### src/rtl/adc_spi_capture.sv
// Serial-ADC capture front end: shared adc_clk/adc_cs, one data line per channel, valid/ready out.
// Define ADC_SIGNED_EN to convert each captured word from offset binary to two's complement.
module adc_spi_capture #(
  parameter int unsigned DATA_BITS  = 12,
  parameter int unsigned LEAD_BITS  = 4,
  parameter int unsigned TRAIL_BITS = 0,
  parameter int unsigned CHANNELS   = 1,
  parameter int unsigned CLK_DIV    = 4,
  parameter int unsigned SAMPLE_DIV = 2500
) (
  input  logic                          clk,
  input  logic                          reset,
  input  logic                          enable,
  output logic                          adc_clk,
  output logic                          adc_cs,
  input  logic [CHANNELS-1:0]           adc_sd,
  output logic [CHANNELS*DATA_BITS-1:0] sample_data,
  output logic                          sample_valid,
  input  logic                          sample_ready,
  output logic                          overrun
);

  localparam int unsigned FRAME_BITS = LEAD_BITS + DATA_BITS + TRAIL_BITS;
  localparam int unsigned CntW       = $clog2(FRAME_BITS + 1);
  localparam int unsigned DivW       = $clog2(CLK_DIV + 1);
  localparam int unsigned TickW      = $clog2(SAMPLE_DIV + 1);

`ifdef ADC_SIGNED_EN
  localparam logic [DATA_BITS-1:0] SignFlip = DATA_BITS'(1) << (DATA_BITS - 1);
`else
  localparam logic [DATA_BITS-1:0] SignFlip = '0;
`endif
  localparam logic [CHANNELS*DATA_BITS-1:0] SignMask = {CHANNELS{SignFlip}};

  typedef enum logic [1:0] {StIdle, StConvert, StDone} state_e;

  state_e                              state_q, state_d;
  logic [TickW-1:0]                    tick_cnt_q;
  logic [DivW-1:0]                     div_q;
  logic                                adc_clk_q;
  logic [CntW-1:0]                     bit_cnt_q;
  logic [CHANNELS-1:0][DATA_BITS-1:0]  shift_q;
  logic [CHANNELS*DATA_BITS-1:0]       sample_data_q;
  logic                                sample_valid_q;
  logic                                overrun_q;

  logic            tick;
  logic            half_end;
  logic            rise;
  logic            last_bit;
  logic            capture;
  logic            load;
  logic            xfer;
  logic [CntW-1:0] rel_bit;

  assign tick     = (tick_cnt_q == TickW'(SAMPLE_DIV - 1));
  assign half_end = (div_q == DivW'(CLK_DIV - 1));
  assign rise     = (state_q == StConvert) && half_end && !adc_clk_q;
  assign last_bit = (bit_cnt_q == CntW'(FRAME_BITS - 1));
  // Wraps for leading bits, so a single compare selects the data window.
  assign rel_bit  = bit_cnt_q - CntW'(LEAD_BITS);
  assign capture  = (rel_bit < CntW'(DATA_BITS));
  assign xfer     = sample_valid_q && sample_ready;

  // FSM state register
  always_ff @(posedge clk or posedge reset) begin
    if (reset) begin
      state_q <= StIdle;
    end else begin
      state_q <= state_d;
    end
  end

  // FSM next state
  always_comb begin
    state_d = state_q;
    unique case (state_q)
      StIdle:    if (tick && enable) state_d = StConvert;
      StConvert: if (rise && last_bit) state_d = StDone;
      StDone:    state_d = StIdle;
      default:   state_d = StIdle;
    endcase
  end

  // FSM outputs
  always_comb begin
    adc_cs = 1'b1;
    load   = 1'b0;
    unique case (state_q)
      StConvert: adc_cs = 1'b0;
      StDone:    load   = 1'b1;
      default:   ;
    endcase
  end

  // Free-running sample-rate tick, independent of enable.
  always_ff @(posedge clk or posedge reset) begin
    if (reset) begin
      tick_cnt_q <= '0;
    end else if (tick) begin
      tick_cnt_q <= '0;
    end else begin
      tick_cnt_q <= tick_cnt_q + TickW'(1);
    end
  end

  // Serial clock generation and per-channel shift registers.
  always_ff @(posedge clk or posedge reset) begin
    if (reset) begin
      div_q     <= '0;
      adc_clk_q <= 1'b1;
      bit_cnt_q <= '0;
      shift_q   <= '0;
    end else if (state_q == StConvert) begin
      if (half_end) begin
        div_q     <= '0;
        adc_clk_q <= ~adc_clk_q;
      end else begin
        div_q <= div_q + DivW'(1);
      end
      if (rise) begin
        bit_cnt_q <= bit_cnt_q + CntW'(1);
        if (capture) begin
          for (int i = 0; i < int'(CHANNELS); i++) begin
            shift_q[i] <= (shift_q[i] << 1) | DATA_BITS'(adc_sd[i]);
          end
        end
      end
    end else begin
      div_q     <= '0;
      adc_clk_q <= 1'b1;
      bit_cnt_q <= '0;
    end
  end

  // Output register and handshake; a load always wins over a transfer.
  always_ff @(posedge clk or posedge reset) begin
    if (reset) begin
      sample_data_q  <= '0;
      sample_valid_q <= 1'b0;
      overrun_q      <= 1'b0;
    end else if (load) begin
      sample_data_q  <= shift_q ^ SignMask;
      sample_valid_q <= 1'b1;
      if (sample_valid_q && !sample_ready) overrun_q <= 1'b1;
    end else if (xfer) begin
      sample_valid_q <= 1'b0;
    end
  end

  assign adc_clk      = adc_clk_q;
  assign sample_data  = sample_data_q;
  assign sample_valid = sample_valid_q;
  assign overrun      = overrun_q;

endmodule

### config.mk
export PLATFORM = sky130hd
export DESIGN_NAME = adc_spi_capture
export DESIGN_NICKNAME = d
export VERILOG_FILES = /design/src/rtl/adc_spi_capture.sv
export SDC_FILE = /design/constraint.sdc
export NUM_CORES = 1
export LEC_CHECK = 0
export BUFFER_PORTS_ARGS = -buffer_cell sky130_fd_sc_hd__buf_2
export CORE_MARGIN = 1.5
export CORE_UTILIZATION = 46
export DETAILED_ROUTE_END_ITERATION = 8
export GPL_TIMING_DRIVEN = 0
export PLACE_DENSITY_LB_ADDON = 0.08
export SLEW_MARGIN = 30
export SYNTH_ARGS = -nofsm -noshare
export SYNTH_HDL_FRONTEND = slang
export SYNTH_SLANG_ARGS = --single-unit
### constraint.sdc
create_clock -name clk -period 4.17 [get_ports clk]
set_input_delay 0.417 -clock clk [delete_from_list [all_inputs] [get_ports clk]]
set_output_delay 0.417 -clock clk [all_outputs]
set_load 0.03 [all_outputs]
==> impl_table.tex, run 1 <==
\begin{tabular}{lr}
\hline
Metric & Value \\
\hline
\multicolumn{2}{l}{\textbf{Power and ir drop}} \\
Max IR drop VDD & 0.135 mV \\
Switching share of power & approximately 22\% \\
Combinational share of power & 1.9\% \\
Clk network pwr share & about 36\% \\
Total power after layout & 766 uW \\
Leak pwr & around 0.0012 uW \\
Share of power burned in registers & 62.0\% \\
Internal power consumption & between 500 and 600 uW \\
Switching power & about 170 uW \\
Power Density & 323 nW/um\^{}2 \\
\multicolumn{2}{l}{\textbf{Clock tree}} \\
CTS tree & built \\
Setup repair bufs after CTS & 0 \\
Gates resized, CTS repair & 0 \\
Number of hold-repair buffers added at the cts stage & 0 \\
Clock latency on the worst-skew pair & 0.30 ns \\
Clock H-tree levels & 2 \\
Clock Pin Slew Worst Setup and Hold Paths & around 0.090 ns \\
Bufs on Longest Clock Path & 2 \\
Buffer type at the clock tree root & sky130\_fd\_sc\_hd\_\_clkbuf\_8 \\
Number of clock buffers inserted by TritonCTS & 5 \\
CTS sink count & 49 \\
\multicolumn{2}{l}{\textbf{Worst setup path}} \\
Crit path max fanout & 10 \\
Endpoint of the most critical register-to-register path & shift\_q[1] \\
Critical path data required time & 4.36 ns \\
Slowest stage cell on the critical path & sky130\_fd\_sc\_hd\_\_or3b\_4 \\
Kind of cell adding the most delay to the critical path & simple AND/OR/NAND/NOR gates \\
Cells along the critical path & ha\_1, or3b\_4, nor4\_4, buf\_6, mux2\_2 \\
Element type at the critical path end & register \\
Critical path class & reg -> reg \\
Origin of the worst setup path & div\_q[0] \\
Sort of element at the start of the critical path & register \\
Delay of the slowest cell on the worst path & 0.44 ns \\
Startpoint of the most critical register-to-register path & div\_q[0] \\
Worst-case register-to-register setup slack & 2.16 ns \\
Data arrival at the endpoint of the critical path & between 2 and 2.5 ns \\
WP depth & 5 \\
Worst Setup EP & shift\_q[1] \\
Worst Path Buf+Inv & 1 \\
R2r worst-path depth & 5 \\
\multicolumn{2}{l}{\textbf{Die}} \\
Vertical extent of the die & 70.4 um \\
Core Box Area & 4350 sq um \\
Effective utilization at floorplan & between 40\% and 50\% \\
Standard-cell rows & 24 \\
Count of pins on the block boundary & 21 \\
Full die area & 4960 sq um \\
Die X & 70.4 um \\
\multicolumn{2}{l}{\textbf{Timing}} \\
Final-report max-slew violation count & 0 \\
Setup-violating endpoint count in the final report & 0 \\
Actual slew at the worst max-slew pin & 0.812 ns \\
Final critical-path share of the clock period & 48.2\% \\
Maximum clock frequency & a little under 500 MHz \\
Hold Fails Final Rpt & 0 \\
Post-route setup slack & 2.16 ns \\
Final worst path period need & $\sim$2 ns \\
Setup clock skew after layout & 0.00600 ns \\
Unrepaired setup endpoints after global routing & false \\
Total negative slack & 0 ns \\
Worst relative slew slack & 45.4\% \\
\multicolumn{2}{l}{\textbf{Place}} \\
Placed cell area & around 2300 sq um \\
Setup WS pre-CTS & 2.14 ns \\
Count of buffers from port buffering & 20 \\
RD Place Congestion & 0.774 \\
Post-DP HPWL & 2430 um \\
\multicolumn{2}{l}{\textbf{Run}} \\
Max\_cap viols & 0 \\
\multicolumn{2}{l}{\textbf{Route}} \\
Total routed wirelength & approximately 3300 um \\
Number of iterations in the first detailed-routing pass & 4 \\
ANT nets after route & 0 \\
Violation count after the first detailed-route iteration & 60 \\
DRC violation count after routing & 0 \\
Number of vias after detailed routing & roughly 1,300 \\
Detail-routed via count per cell & 5.31 \\
Final routed wire length divided by cell count & around 14 um \\
\multicolumn{2}{l}{\textbf{Finish}} \\
Share of layout cells above drive strength 1 & 31.8\% \\
Combined area of the multi-input logic cells & 815 sq um \\
Register Area & 1230 sq um \\
Layout-stage area growth over the synthesis result & 13.4\% \\
Post-route standard cell area excluding fillers & 2370 sq um \\
Fin nets & approximately 200 \\
Filler cell count in the final layout & 368 \\
Diodes inserted & 0 \\
\multicolumn{2}{l}{\textbf{Yosys}} \\
Synthesized netlist net count & between 150 and 200 \\
Top flip-flop cell by instance count after synthesis & sky130\_fd\_sc\_hd\_\_dfrtp\_1 \\
Summed instance area of the synthesized netlist & 2090 sq um \\
Flops \& latches, synth & 49 \\
Number of flops mapped to enable cells by yosys & 0 \\
Count of synthesis-stage warnings from yosys & 0 \\
Proportion of synthesized chip area in sequential cells & 58.7\% \\
Synth cell types & 37 \\
Syn Inst Count & $\sim$160 \\
Proportion of register bits with asynchronous set or reset after synthesis & 100\% \\
Mean post-synth cell area & 12.8 sq um \\
\multicolumn{2}{l}{\textbf{GRT}} \\
GRT Resource Usage Total & roughly 16\% \\
Pin count of the biggest net entering global routing & 26 \\
Total global routing overflow & 0 \\
Global-route wire length before repair & roughly 6100 um \\
Via count of the first global-routing pass & 1,371 \\
Initial antenna violation count & 0 \\
\multicolumn{2}{l}{\textbf{Outcome}} \\
Status & finished clean \\
\multicolumn{2}{l}{\textbf{Hold path}} \\
Hold Path Class & in -> async \\
\hline
\end{tabular}
[cell type report]
type / count / share of cell area [%]
Sequential cell: 49 / 51.7
Buffer: 3 / 0.844
Multi-Input combinational cell: 103 / 34.3
Clock buffer: 6 / 3.06
Timing Repair Buffer: 21 / 5.38
Inverter: 8 / 1.27
Tap cell: 52 / 2.74
Clock inverter: 2 / 0.633
[metrics by stage]
stage / hold WS, ns / std cells / util [%]
floorplan: 0.407 / 163 / -
global placement: 0.416 / 235 / 51.8
detailed placement: 0.423 / 236 / 52.5
finish: 0.158 / 244 / 54.5
CTS: 0.176 / 244 / 54.5
global route: 0.197 / 244 / 54.5
[cells in the final DEF, fill, tap and decap left out, types with 3 or more instances in the layout]
master / count
sky130_fd_sc_hd__dfrtp_1: 48
sky130_fd_sc_hd__mux2_2: 22
sky130_fd_sc_hd__buf_2: 21
sky130_fd_sc_hd__nor2_1: 8
sky130_fd_sc_hd__a21oi_1: 8
sky130_fd_sc_hd__nand2_1: 7
sky130_fd_sc_hd__nand3_1: 7
sky130_fd_sc_hd__inv_1: 6
sky130_fd_sc_hd__ha_1: 6
sky130_fd_sc_hd__xnor2_1: 5
sky130_fd_sc_hd__clkbuf_8: 5
sky130_fd_sc_hd__or3_1: 4
sky130_fd_sc_hd__xor2_1: 3
sky130_fd_sc_hd__nand4_1: 3
sky130_fd_sc_hd__o21ai_0: 3
[power groups by stage]
| stage | Combinational, uW | Sequential (uW) | Clock (uW) |
|---|---|---|---|
| floorplan | 7.24 | 484 | 0 |
| global placement | 11.1 | 484 | 0 |
| detailed placement | 15.3 | 484 | 0 |
| CTS | 15.3 | 475 | 287 |
| global route | 16.8 | 475 | 306 |
| finish | 14.3 | 475 | 277 |
[cells in the mapped netlist, drive strengths merged (2+ instances only)]
| master | count | share of area [%] |
|---|---|---|
| nand3 | 7 | 1.7 |
| xnor2 | 5 | 2.1 |
| and3 | 2 | 0.60 |
| nand4 | 3 | 0.90 |
| o21ai | 3 | 0.72 |
| dfrtp | 48 | 57 |
| nand2 | 7 | 1.3 |
| a31o | 2 | 0.84 |
| ha | 6 | 3.6 |
| mux2 | 24 | 13 |
| nor3 | 2 | 0.48 |
| or4 | 2 | 0.72 |
| nor2 | 8 | 1.4 |
| buf | 2 | 0.78 |
| nor4 | 2 | 1.6 |
| inv | 8 | 1.4 |
| o31ai | 2 | 0.72 |
| a21o | 2 | 0.72 |
| a21oi | 8 | 1.9 |
| or3 | 4 | 1.2 |
| xor2 | 3 | 1.3 |
| nor2b | 2 | 0.60 |
| nor3b | 2 | 0.96 |
[per-layer routing]
| metal | up-vias | wire [um] | global-route usage, % |
|---|---|---|---|
| met5 | - | 0 | 0 |
| met4 | 0 | 52 | 5.13 |
| met3 | 5 | 120 | 3.90 |
| met2 | 23 | 1640 | 26.4 |
| met1 | 641 | 1540 | 19.3 |
| li1 | 627 | - | - |
[registers in the layout, summed over array words and instances (netlist names)]
register / cells
div_q: 3
shift_q: 12
adc_clk: 1
sample_valid: 1
tick_cnt_q: 12
bit_cnt_q: 5
state_q: 2
sample_data: 12
overrun: 1
[logic make-up after synthesis]
logic type               count (synthesis)  share of synthesized area (%)
adder cells (fa/ha/maj)                  6                           3.59
AO/OA/AOI/OAI                           18                           5.26
buffers and inverters                   11                           2.39
flip-flops                              49                           58.7
AND/OR/NAND/NOR                         47                           13.8
XOR/XNOR                                 8                           3.35
multiplexers                            24                           12.9
[worst reg2reg max path, cell delays in order (launching register included)]
cell                      delay (ns)
sky130_fd_sc_hd__dfrtp_1        0.35
sky130_fd_sc_hd__ha_1           0.20
sky130_fd_sc_hd__or3b_4         0.44
sky130_fd_sc_hd__nor4_4         0.36
sky130_fd_sc_hd__buf_6          0.20
sky130_fd_sc_hd__mux2_2         0.35
[worst min path at each step]
stage	cells after the start	slack, ns	startpoint	end
after global routing	2	0.20	reset	shift_q[11]
final	2	0.16	reset	sample_data[5]
after CTS	2	0.18	reset	sample_data[5]
after global placement	1	0.42	div_q[0]	div_q[0]
after detailed placement	1	0.42	div_q[0]	div_q[0]
after floorplan	1	0.41	div_q[0]	div_q[0]
Note: power is estimated with default switching activity, not from simulation.
==> inputs of run 2 (changes only) <==
--- a/config.mk
+++ b/config.mk
@@ -5,6 +5,7 @@
 export SDC_FILE = /design/constraint.sdc
 export NUM_CORES = 1
 export LEC_CHECK = 0
+export ABC_AREA = 1
 export BUFFER_PORTS_ARGS = -buffer_cell sky130_fd_sc_hd__buf_2
 export CORE_MARGIN = 1.5
 export CORE_UTILIZATION = 46
==> constraint.sdc (replaced) <==
create_clock -name clk -period 2.05 [get_ports clk]
set_input_delay 0.205 -clock clk [delete_from_list [all_inputs] [get_ports clk]]
set_output_delay 0.205 -clock clk [all_outputs]
set_load 0.03 [all_outputs]
==> impl_table.tex, run 2 <==
\begin{tabular}{lr}
\hline
Metric & Value \\
\hline
\multicolumn{2}{l}{\textbf{Clock tree}} \\
CTS tree & built \\
Bufs on Longest Clock Path & 2 (unchanged) \\
Clock Pin Slew Worst Setup and Hold Paths & 0.09 ns (about the same) \\
Clock latency on the worst-skew pair & 0.30 ns (about the same) \\
Buffer type at the clock tree root & sky130\_fd\_sc\_hd\_\_clkbuf\_8 \\
CTS sink count & 49 (unchanged) \\
Number of clock buffers inserted by TritonCTS & 5 (unchanged) \\
Clock H-tree levels & 2 (unchanged) \\
\multicolumn{2}{l}{\textbf{Power and ir drop}} \\
Power Density & 695 nW/um\^{}2 (+120\%) \\
Switching share of power & 18.7\% (-3.4 points) \\
Internal power consumption & 1460 uW (+140\%) \\
Max IR drop VDD & 0.544 mV (+300\%) \\
Clk network pwr share & 44.5\% (+8.3 points) \\
Combinational share of power & 1.4\% (-0.5 points) \\
Total power after layout & 1790 uW (+130\%) \\
Share of power burned in registers & 54.1\% (-7.9 points) \\
Leak pwr & 0.00139 uW (+18\%) \\
Switching power & 335 uW (+98\%) \\
\multicolumn{2}{l}{\textbf{Route}} \\
Number of iterations in the first detailed-routing pass & 4 (unchanged) \\
DRC violation count after routing & 0 (unchanged) \\
Number of vias after detailed routing & 1,665 (+28\%) \\
ANT nets after route & 0 (unchanged) \\
Total routed wirelength & 3890 um (+16\%) \\
Detail-routed via count per cell & 4.64 (-13\%) \\
Final routed wire length divided by cell count & 10.8 um (-21\%) \\
Violation count after the first detailed-route iteration & 113 (+88\%) \\
\multicolumn{2}{l}{\textbf{Yosys}} \\
Flops \& latches, synth & 49 (unchanged) \\
Synthesized netlist net count & 274 (+57\%) \\
Number of flops mapped to enable cells by yosys & 0 (unchanged) \\
Proportion of synthesized chip area in sequential cells & 54.6\% (-4.1 points) \\
Summed instance area of the synthesized netlist & 2250 sq um (+7.4\%) \\
Leading area contributor after synthesis & sky130\_fd\_sc\_hd\_\_dfrtp\_1 \\
Top cell type's share of synthesized area & 53.5\% (-4.0 points) \\
Leading cell type by number of instances after synthesis & sky130\_fd\_sc\_hd\_\_nand2\_1 \\
Synth cell types & 25 (-32\%) \\
Count of synthesis-stage warnings from yosys & 0 (unchanged) \\
Top flip-flop cell by instance count after synthesis & sky130\_fd\_sc\_hd\_\_dfrtp\_1 \\
Proportion of register bits with asynchronous set or reset after synthesis & 100\% (unchanged) \\
Mean post-synth cell area & 8.54 sq um (-33\%) \\
Syn Inst Count & 263 (+61\%) \\
Commonest cells in the synthesized netlist & sky130\_fd\_sc\_hd\_\_nand2\_1 (88), sky130\_fd\_sc\_hd\_\_dfrtp\_1 (48), sky130\_fd\_sc\_hd\_\_inv\_1 (29), sky130\_fd\_sc\_hd\_\_nand3\_1 (25), sky130\_fd\_sc\_hd\_\_nor2\_1 (24) \\
Cells taking the most area after synthesis & sky130\_fd\_sc\_hd\_\_dfrtp\_1 (53\%), sky130\_fd\_sc\_hd\_\_nand2\_1 (15\%), sky130\_fd\_sc\_hd\_\_nand3\_1 (5.6\%) \\
\multicolumn{2}{l}{\textbf{Finish}} \\
Register Area & 1230 sq um (unchanged) \\
Leading cell types in the layout, fill and taps excluded & sky130\_fd\_sc\_hd\_\_nand2\_1 (88), sky130\_fd\_sc\_hd\_\_dfrtp\_1 (48), sky130\_fd\_sc\_hd\_\_inv\_1 (28) \\
Filler cell count in the final layout & 461 (+25\%) \\
Most frequent standard cell in the layout excluding fill and tap cells & sky130\_fd\_sc\_hd\_\_nand2\_1 \\
Share of layout cells above drive strength 1 & 15.1\% (-17 points) \\
Layout-stage area growth over the synthesis result & 14.7\% \\
Diodes inserted & 0 (unchanged) \\
Fin nets & 302 (+50\%) \\
Combined area of the multi-input logic cells & 867 sq um (+6.5\%) \\
\multicolumn{2}{l}{\textbf{GRT}} \\
Via count of the first global-routing pass & 1,498 (+9.3\%) \\
Pin count of the biggest net entering global routing & 50 (+92\%) \\
Global-route wire length before repair & 6970 um (+14\%) \\
GRT Resource Usage Total & 17.5\% (+1.9 points) \\
Initial antenna violation count & 0 (unchanged) \\
Total global routing overflow & 0 (unchanged) \\
\multicolumn{2}{l}{\textbf{Hold path}} \\
WHS Path Cells & 2 \\
Hold Path Class & in -> reg \\
\multicolumn{2}{l}{\textbf{Timing}} \\
Setup-violating endpoint count in the final report & 0 (unchanged) \\
Unrepaired setup endpoints after global routing & false \\
Maximum clock frequency & 682 MHz (+37\%) \\
Final critical-path share of the clock period & 71.6\% (+23 points) \\
Final-report max-slew violation count & 0 (unchanged) \\
Final worst hold slack & 0.100 ns (-0.0578 ns) \\
Hold Fails Final Rpt & 0 (unchanged) \\
Worst relative slew slack & 60.6\% (+15 points) \\
Setup clock skew after layout & 0.00691 ns (+0.000908 ns) \\
Final worst path period need & 1.47 ns (-0.544 ns) \\
Actual slew at the worst max-slew pin & 0.591 ns (-0.221 ns) \\
\multicolumn{2}{l}{\textbf{Worst setup path}} \\
Critical path data required time & 2.24 ns (-2.12 ns) \\
Data arrival at the endpoint of the critical path & 1.66 ns (-0.54 ns) \\
Crit path max fanout & 10 (unchanged) \\
Critical path class & reg -> reg \\
Element type at the critical path end & register \\
R2r worst-path depth & 8 (+3) \\
Sort of element at the start of the critical path & register \\
\multicolumn{2}{l}{\textbf{Die}} \\
Standard-cell rows & 25 (+4.2\%) \\
Count of pins on the block boundary & 21 (unchanged) \\
Full die area & 5310 sq um (+7.1\%) \\
Vertical extent of the die & 72.9 um (+3.5\%) \\
Effective utilization at floorplan & 47.6\% (-0.47 points) \\
Die X & 72.9 um (+3.5\%) \\
Core Box Area & 4720 sq um (+8.5\%) \\
\multicolumn{2}{l}{\textbf{Run}} \\
Max\_cap viols & 0 (unchanged) \\
\multicolumn{2}{l}{\textbf{Place}} \\
Count of buffers from port buffering & 20 (unchanged) \\
Post-DP HPWL & 2890 um (+19\%) \\
RD Place Congestion & 0.915 (+18\%) \\
\multicolumn{2}{l}{\textbf{Outcome}} \\
Status & finished clean \\
\hline
\end{tabular}
## run 2: changes by cell type in the layout (fill, tap and decap cells not counted), moves of 3 or more
cell	change
sky130_fd_sc_hd__inv_1	+22
sky130_fd_sc_hd__mux2_2	-22
sky130_fd_sc_hd__nand2_1	+81
sky130_fd_sc_hd__nand3_1	+18
sky130_fd_sc_hd__nor2_1	+16
sky130_fd_sc_hd__nor2_2	+3
sky130_fd_sc_hd__or3_1	-4
sky130_fd_sc_hd__xnor2_1	-5
## run 2: final cells by class
type                            count  share of cell area [%]
Sequential cell                    49                    47.6
Multi-Input combinational cell    179                    33.6
Inverter                           30                    4.47
Timing Repair Buffer               21                    4.27
Tap cell                           67                    3.25
Clock buffer                        5                    2.67
Clock inverter                      3                    2.52
Buffer                              5                    1.55
## run 2: timing repair
action,CTS,global route
hold buffers,1,0
buffers inserted,0,0
endpoints found under the hold margin,48,0
resized for setup,0,0
endpoints found under the setup margin,0,0
## run 2: worst max-delay path, stage by stage (launching register included)
cell                      delay (ns)
sky130_fd_sc_hd__dfrtp_1        0.46
sky130_fd_sc_hd__inv_1          0.07
sky130_fd_sc_hd__ha_1           0.28
sky130_fd_sc_hd__o21ai_1        0.06
sky130_fd_sc_hd__nor2_2         0.17
sky130_fd_sc_hd__nand2_4        0.08
sky130_fd_sc_hd__buf_6          0.14
sky130_fd_sc_hd__nand2_1        0.05
sky130_fd_sc_hd__nand2_1        0.05
## run 2: cells by family (layout without fill, tap and decap cells)
group | after synthesis | count (layout) | synth area share [%]
AOI/OAI and AO/OA | 15 | 15 | 3.62
buffers and inverters | 35 | 64 | 6.79
adders and majority gates | 6 | 6 | 3.34
xor gates and xnor gates | 4 | 4 | 1.56
DFF | 49 | 49 | 54.6
and+or+nand+nor | 154 | 154 | 30.1
## run 2: path summary, 6_finish.rpt
check | to | slack [ns] | startpoint
worst min register to register | div_q[0] | 0.45 | div_q[0]
max in group asynchronous | bit_cnt_q[4] | 1.13 | reset
worst max register to register | shift_q[3] | 0.58 | bit_cnt_q[2]
min in group asynchronous | div_q[1] | 0.52 | reset
worst min-delay path | sample_valid | 0.10 | sample_ready
worst max-delay path | shift_q[3] | 0.58 | bit_cnt_q[2]
## run 2: metal layers
metal  global-route usage [%]  share of wire, %  vias to the layer above
met5                        0                 0                        -
met2                     23.6                40                       26
met4                     7.55               1.8                        0
met1                     25.7                54                      755
met3                     5.39               4.2                        5
li1                         -                 -                      879
## run 2: per-stage QoR
step / cell area [sq um] / utilization [%] / instances / worst slack [ns] / TNS, ns
5_1_grt: 2580 / 54.6 / 359 / 0.406 / 0
3_3_place_gp: 2430 / 51.5 / 350 / -0.0309 / -1.37
6_report: 2580 / 54.6 / 359 / 0.583 / 0
2_1_floorplan: 2250 / - / 263 / 0.674 / 0
4_1_cts: 2580 / 54.6 / 359 / 0.570 / 0
3_5_place_dp: 2430 / 51.5 / 350 / 0.584 / 0
## run 2: power groups by stage
| stage | Clock (uW) | Combinational (uW) | Sequential, uW |
|---|---|---|---|
| after floorplan | 0 | 15.6 | 988 |
| after global placement | 0 | 25.7 | 989 |
| after detailed placement | 0 | 26.3 | 989 |
| after CTS | 828 | 27.8 | 970 |
| after global routing | 868 | 31.6 | 970 |
| final | 797 | 25.5 | 969 |
==> inputs of run 3 (changes only) <==
==> constraint.sdc (replaced) <==
create_clock -name clk -period 1.5 [get_ports clk]
set_input_delay 0.15 -clock clk [delete_from_list [all_inputs] [get_ports clk]]
set_output_delay 0.15 -clock clk [all_outputs]
set_load 0.03 [all_outputs]
==> impl_table.tex, run 3 (same netlist as run 2, synthesis figures left out) <==
\begin{tabular}{lr}
\hline
Metric & Value \\
\hline
\multicolumn{2}{l}{\textbf{Finish}} \\
Diodes inserted & 0 (unchanged) \\
Number of cells in the finished layout apart from fillers & 364 (+1.4\%) \\
Fin nets & 307 (+1.7\%) \\
Leading cell types in the layout, fill and taps excluded & sky130\_fd\_sc\_hd\_\_nand2\_1 (88), sky130\_fd\_sc\_hd\_\_dfrtp\_1 (47), sky130\_fd\_sc\_hd\_\_inv\_1 (27) \\
Post-route standard cell area excluding fillers & 2630 sq um (+2.2\%) \\
Final core utilization & 55.8\% (+1.2 points) \\
Share of layout cells above drive strength 1 & 18.2\% (+3.1 points) \\
Most frequent standard cell in the layout excluding fill and tap cells & sky130\_fd\_sc\_hd\_\_nand2\_1 \\
Layout-stage area growth over the synthesis result & 17.2\% \\
\multicolumn{2}{l}{\textbf{Die}} \\
Full die area & 5310 sq um (unchanged) \\
Vertical extent of the die & 72.9 um (unchanged) \\
Standard-cell rows & 25 (unchanged) \\
Count of pins on the block boundary & 21 (unchanged) \\
Effective utilization at floorplan & 47.6\% (unchanged) \\
Core Box Area & 4720 sq um (unchanged) \\
Die X & 72.9 um (unchanged) \\
\multicolumn{2}{l}{\textbf{Power and ir drop}} \\
Leak pwr & 0.00141 uW (+1.8\%) \\
Power Density & 932 nW/um\^{}2 (+34\%) \\
Total power after layout & 2450 uW (+37\%) \\
Max IR drop VDD & 0.745 mV (+37\%) \\
\multicolumn{2}{l}{\textbf{Hold path}} \\
Hold Path Class & in -> reg \\
\multicolumn{2}{l}{\textbf{Timing}} \\
Setup clock skew after layout & 0.00637 ns (-0.000541 ns) \\
Final-report max-slew violation count & 0 (unchanged) \\
Maximum clock frequency & 722 MHz (+6.0\%) \\
Worst relative slew slack & 60.4\% (-0.18 points) \\
Actual slew at the worst max-slew pin & 0.594 ns (+0.00275 ns) \\
Post-route setup slack & 0.116 ns (-0.467 ns) \\
Hold Fails Final Rpt & 0 (unchanged) \\
Final worst path period need & 1.38 ns (-0.0829 ns) \\
Setup-violating endpoint count in the final report & 0 (unchanged) \\
Final critical-path share of the clock period & 92.3\% (+21 points) \\
\multicolumn{2}{l}{\textbf{Clock tree}} \\
Clock Pin Slew Worst Setup and Hold Paths & 0.09 ns (about the same) \\
Clock latency on the worst-skew pair & 0.30 ns (about the same) \\
CTS sink count & 49 (unchanged) \\
Bufs on Longest Clock Path & 2 (unchanged) \\
Buffer type at the clock tree root & sky130\_fd\_sc\_hd\_\_clkbuf\_8 \\
CTS tree & built \\
Clock H-tree levels & 2 (unchanged) \\
Number of clock buffers inserted by TritonCTS & 5 (unchanged) \\
\multicolumn{2}{l}{\textbf{GRT}} \\
Initial antenna violation count & 0 (unchanged) \\
Pin count of the biggest net entering global routing & 50 (unchanged) \\
GRT Resource Usage Total & 17.5\% (unchanged) \\
Global-route wire length before repair & 6970 um (unchanged) \\
Total global routing overflow & 0 (unchanged) \\
Via count of the first global-routing pass & 1,498 (unchanged) \\
\multicolumn{2}{l}{\textbf{Worst setup path}} \\
Element type at the critical path end & register \\
Sort of element at the start of the critical path & register \\
R2r worst-path depth & 7 (-1) \\
Critical path data required time & 1.70 ns (-0.54 ns) \\
Endpoint of the most critical register-to-register path & shift\_q[3] \\
Critical path class & reg -> reg \\
Data arrival at the endpoint of the critical path & 1.58 ns (-0.08 ns) \\
Worst-case register-to-register setup slack & 0.12 ns (-0.47 ns) \\
Startpoint of the most critical register-to-register path & bit\_cnt\_q[2] \\
Crit path max fanout & 10 (unchanged) \\
Origin of the worst setup path & bit\_cnt\_q[2] \\
Worst Setup EP & shift\_q[3] \\
\multicolumn{2}{l}{\textbf{Place}} \\
Post-DP HPWL & 2890 um (unchanged) \\
Placed cell area & 2430 sq um (unchanged) \\
Count of buffers from port buffering & 20 (unchanged) \\
RD Place Congestion & 0.915 (unchanged) \\
Number of cells after detailed placement & 350 (unchanged) \\
Setup WS pre-CTS & 0.0345 ns (-0.550 ns) \\
\multicolumn{2}{l}{\textbf{Run}} \\
Max\_cap viols & 0 (unchanged) \\
\multicolumn{2}{l}{\textbf{Route}} \\
Total routed wirelength & 3990 um (+2.7\%) \\
DRC violation count after routing & 0 (unchanged) \\
Number of vias after detailed routing & 1,715 (+3.0\%) \\
ANT nets after route & 0 (unchanged) \\
Violation count after the first detailed-route iteration & 112 (-0.88\%) \\
Detail-routed via count per cell & 4.71 (+1.6\%) \\
Number of iterations in the first detailed-routing pass & 4 (unchanged) \\
Final routed wire length divided by cell count & 11.0 um (+1.3\%) \\
\multicolumn{2}{l}{\textbf{Outcome}} \\
Status & finished clean \\
\hline
\end{tabular}
==> run 3: cell count changes in the layout (fill, tap and decap cells not counted), sizes merged <==
cell and change:
buf +5
==> run 3: power breakdown <==
group	switching [uW]	internal (uW)	total (uW)
logic	27.8	7.01	34.8
registers	2.38	1320	1320
clock network	432	662	1090
total	462	1990	2450
==> run 3: how the worst min path moves through the flow <==
stage / cells past startpoint / endpoint / startpoint
floorplan: 1 / overrun / sample_ready
global placement: 2 / overrun / sample_ready
detailed placement: 2 / div_q[1] / reset
CTS: 2 / sample_valid / sample_ready
global route: 2 / sample_valid / sample_ready
finish: 2 / sample_valid / sample_ready
==> run 3: repair_timing <==
| action | 4_1_cts | 5_1_grt |
|---|---|---|
| setup buffers | 0 | 4 |
| hold buffers | 1 | 0 |
| endpoints found under the hold margin | 48 | 0 |
| resized for setup | 0 | 8 |
| endpoints found under the setup margin | 0 | 12 |
==> run 3: area by class of cell <==
| cell class | count | area (sq um) |
|---|---|---|
| Buffer | 5 | 40.0 |
| Sequential cell | 49 | 1230 |
| Clock inverter | 3 | 65.1 |
| Inverter | 30 | 115 |
| Clock buffer | 5 | 68.8 |
| Timing Repair Buffer | 26 | 151 |
| Tap cell | 67 | 83.8 |
| Multi-Input combinational cell | 179 | 881 |
| Fill cell | 457 | 2090 |
==> run 3: critical path: stages, from the launching register on <==
cell                      delay (ns)
sky130_fd_sc_hd__dfrtp_2        0.41
sky130_fd_sc_hd__inv_1          0.05
sky130_fd_sc_hd__ha_1           0.29
sky130_fd_sc_hd__o21ai_2        0.16
sky130_fd_sc_hd__nor2_4         0.07
sky130_fd_sc_hd__buf_4          0.17
sky130_fd_sc_hd__nand3_1        0.07
sky130_fd_sc_hd__nand2_1        0.05
==> run 3: per-layer routing <==
layer / routed length [um] / global-route usage [%] / vias to the layer above
li1: - / - / 897
met1: 2100 / 25.7 / 777
met2: 1630 / 23.6 / 36
met3: 184 / 5.39 / 5
met4: 72 / 7.55 / 0
met5: 0 / 0 / -
==> run 3: metrics by stage <==
stage	hold WS [ns]	setup TNS, ns
6_report	0.0449	0
3_3_place_gp	0.353	-25.22
5_1_grt	0.0259	-0.00174
4_1_cts	0.0336	0
3_5_place_dp	0.271	0
2_1_floorplan	0.248	0
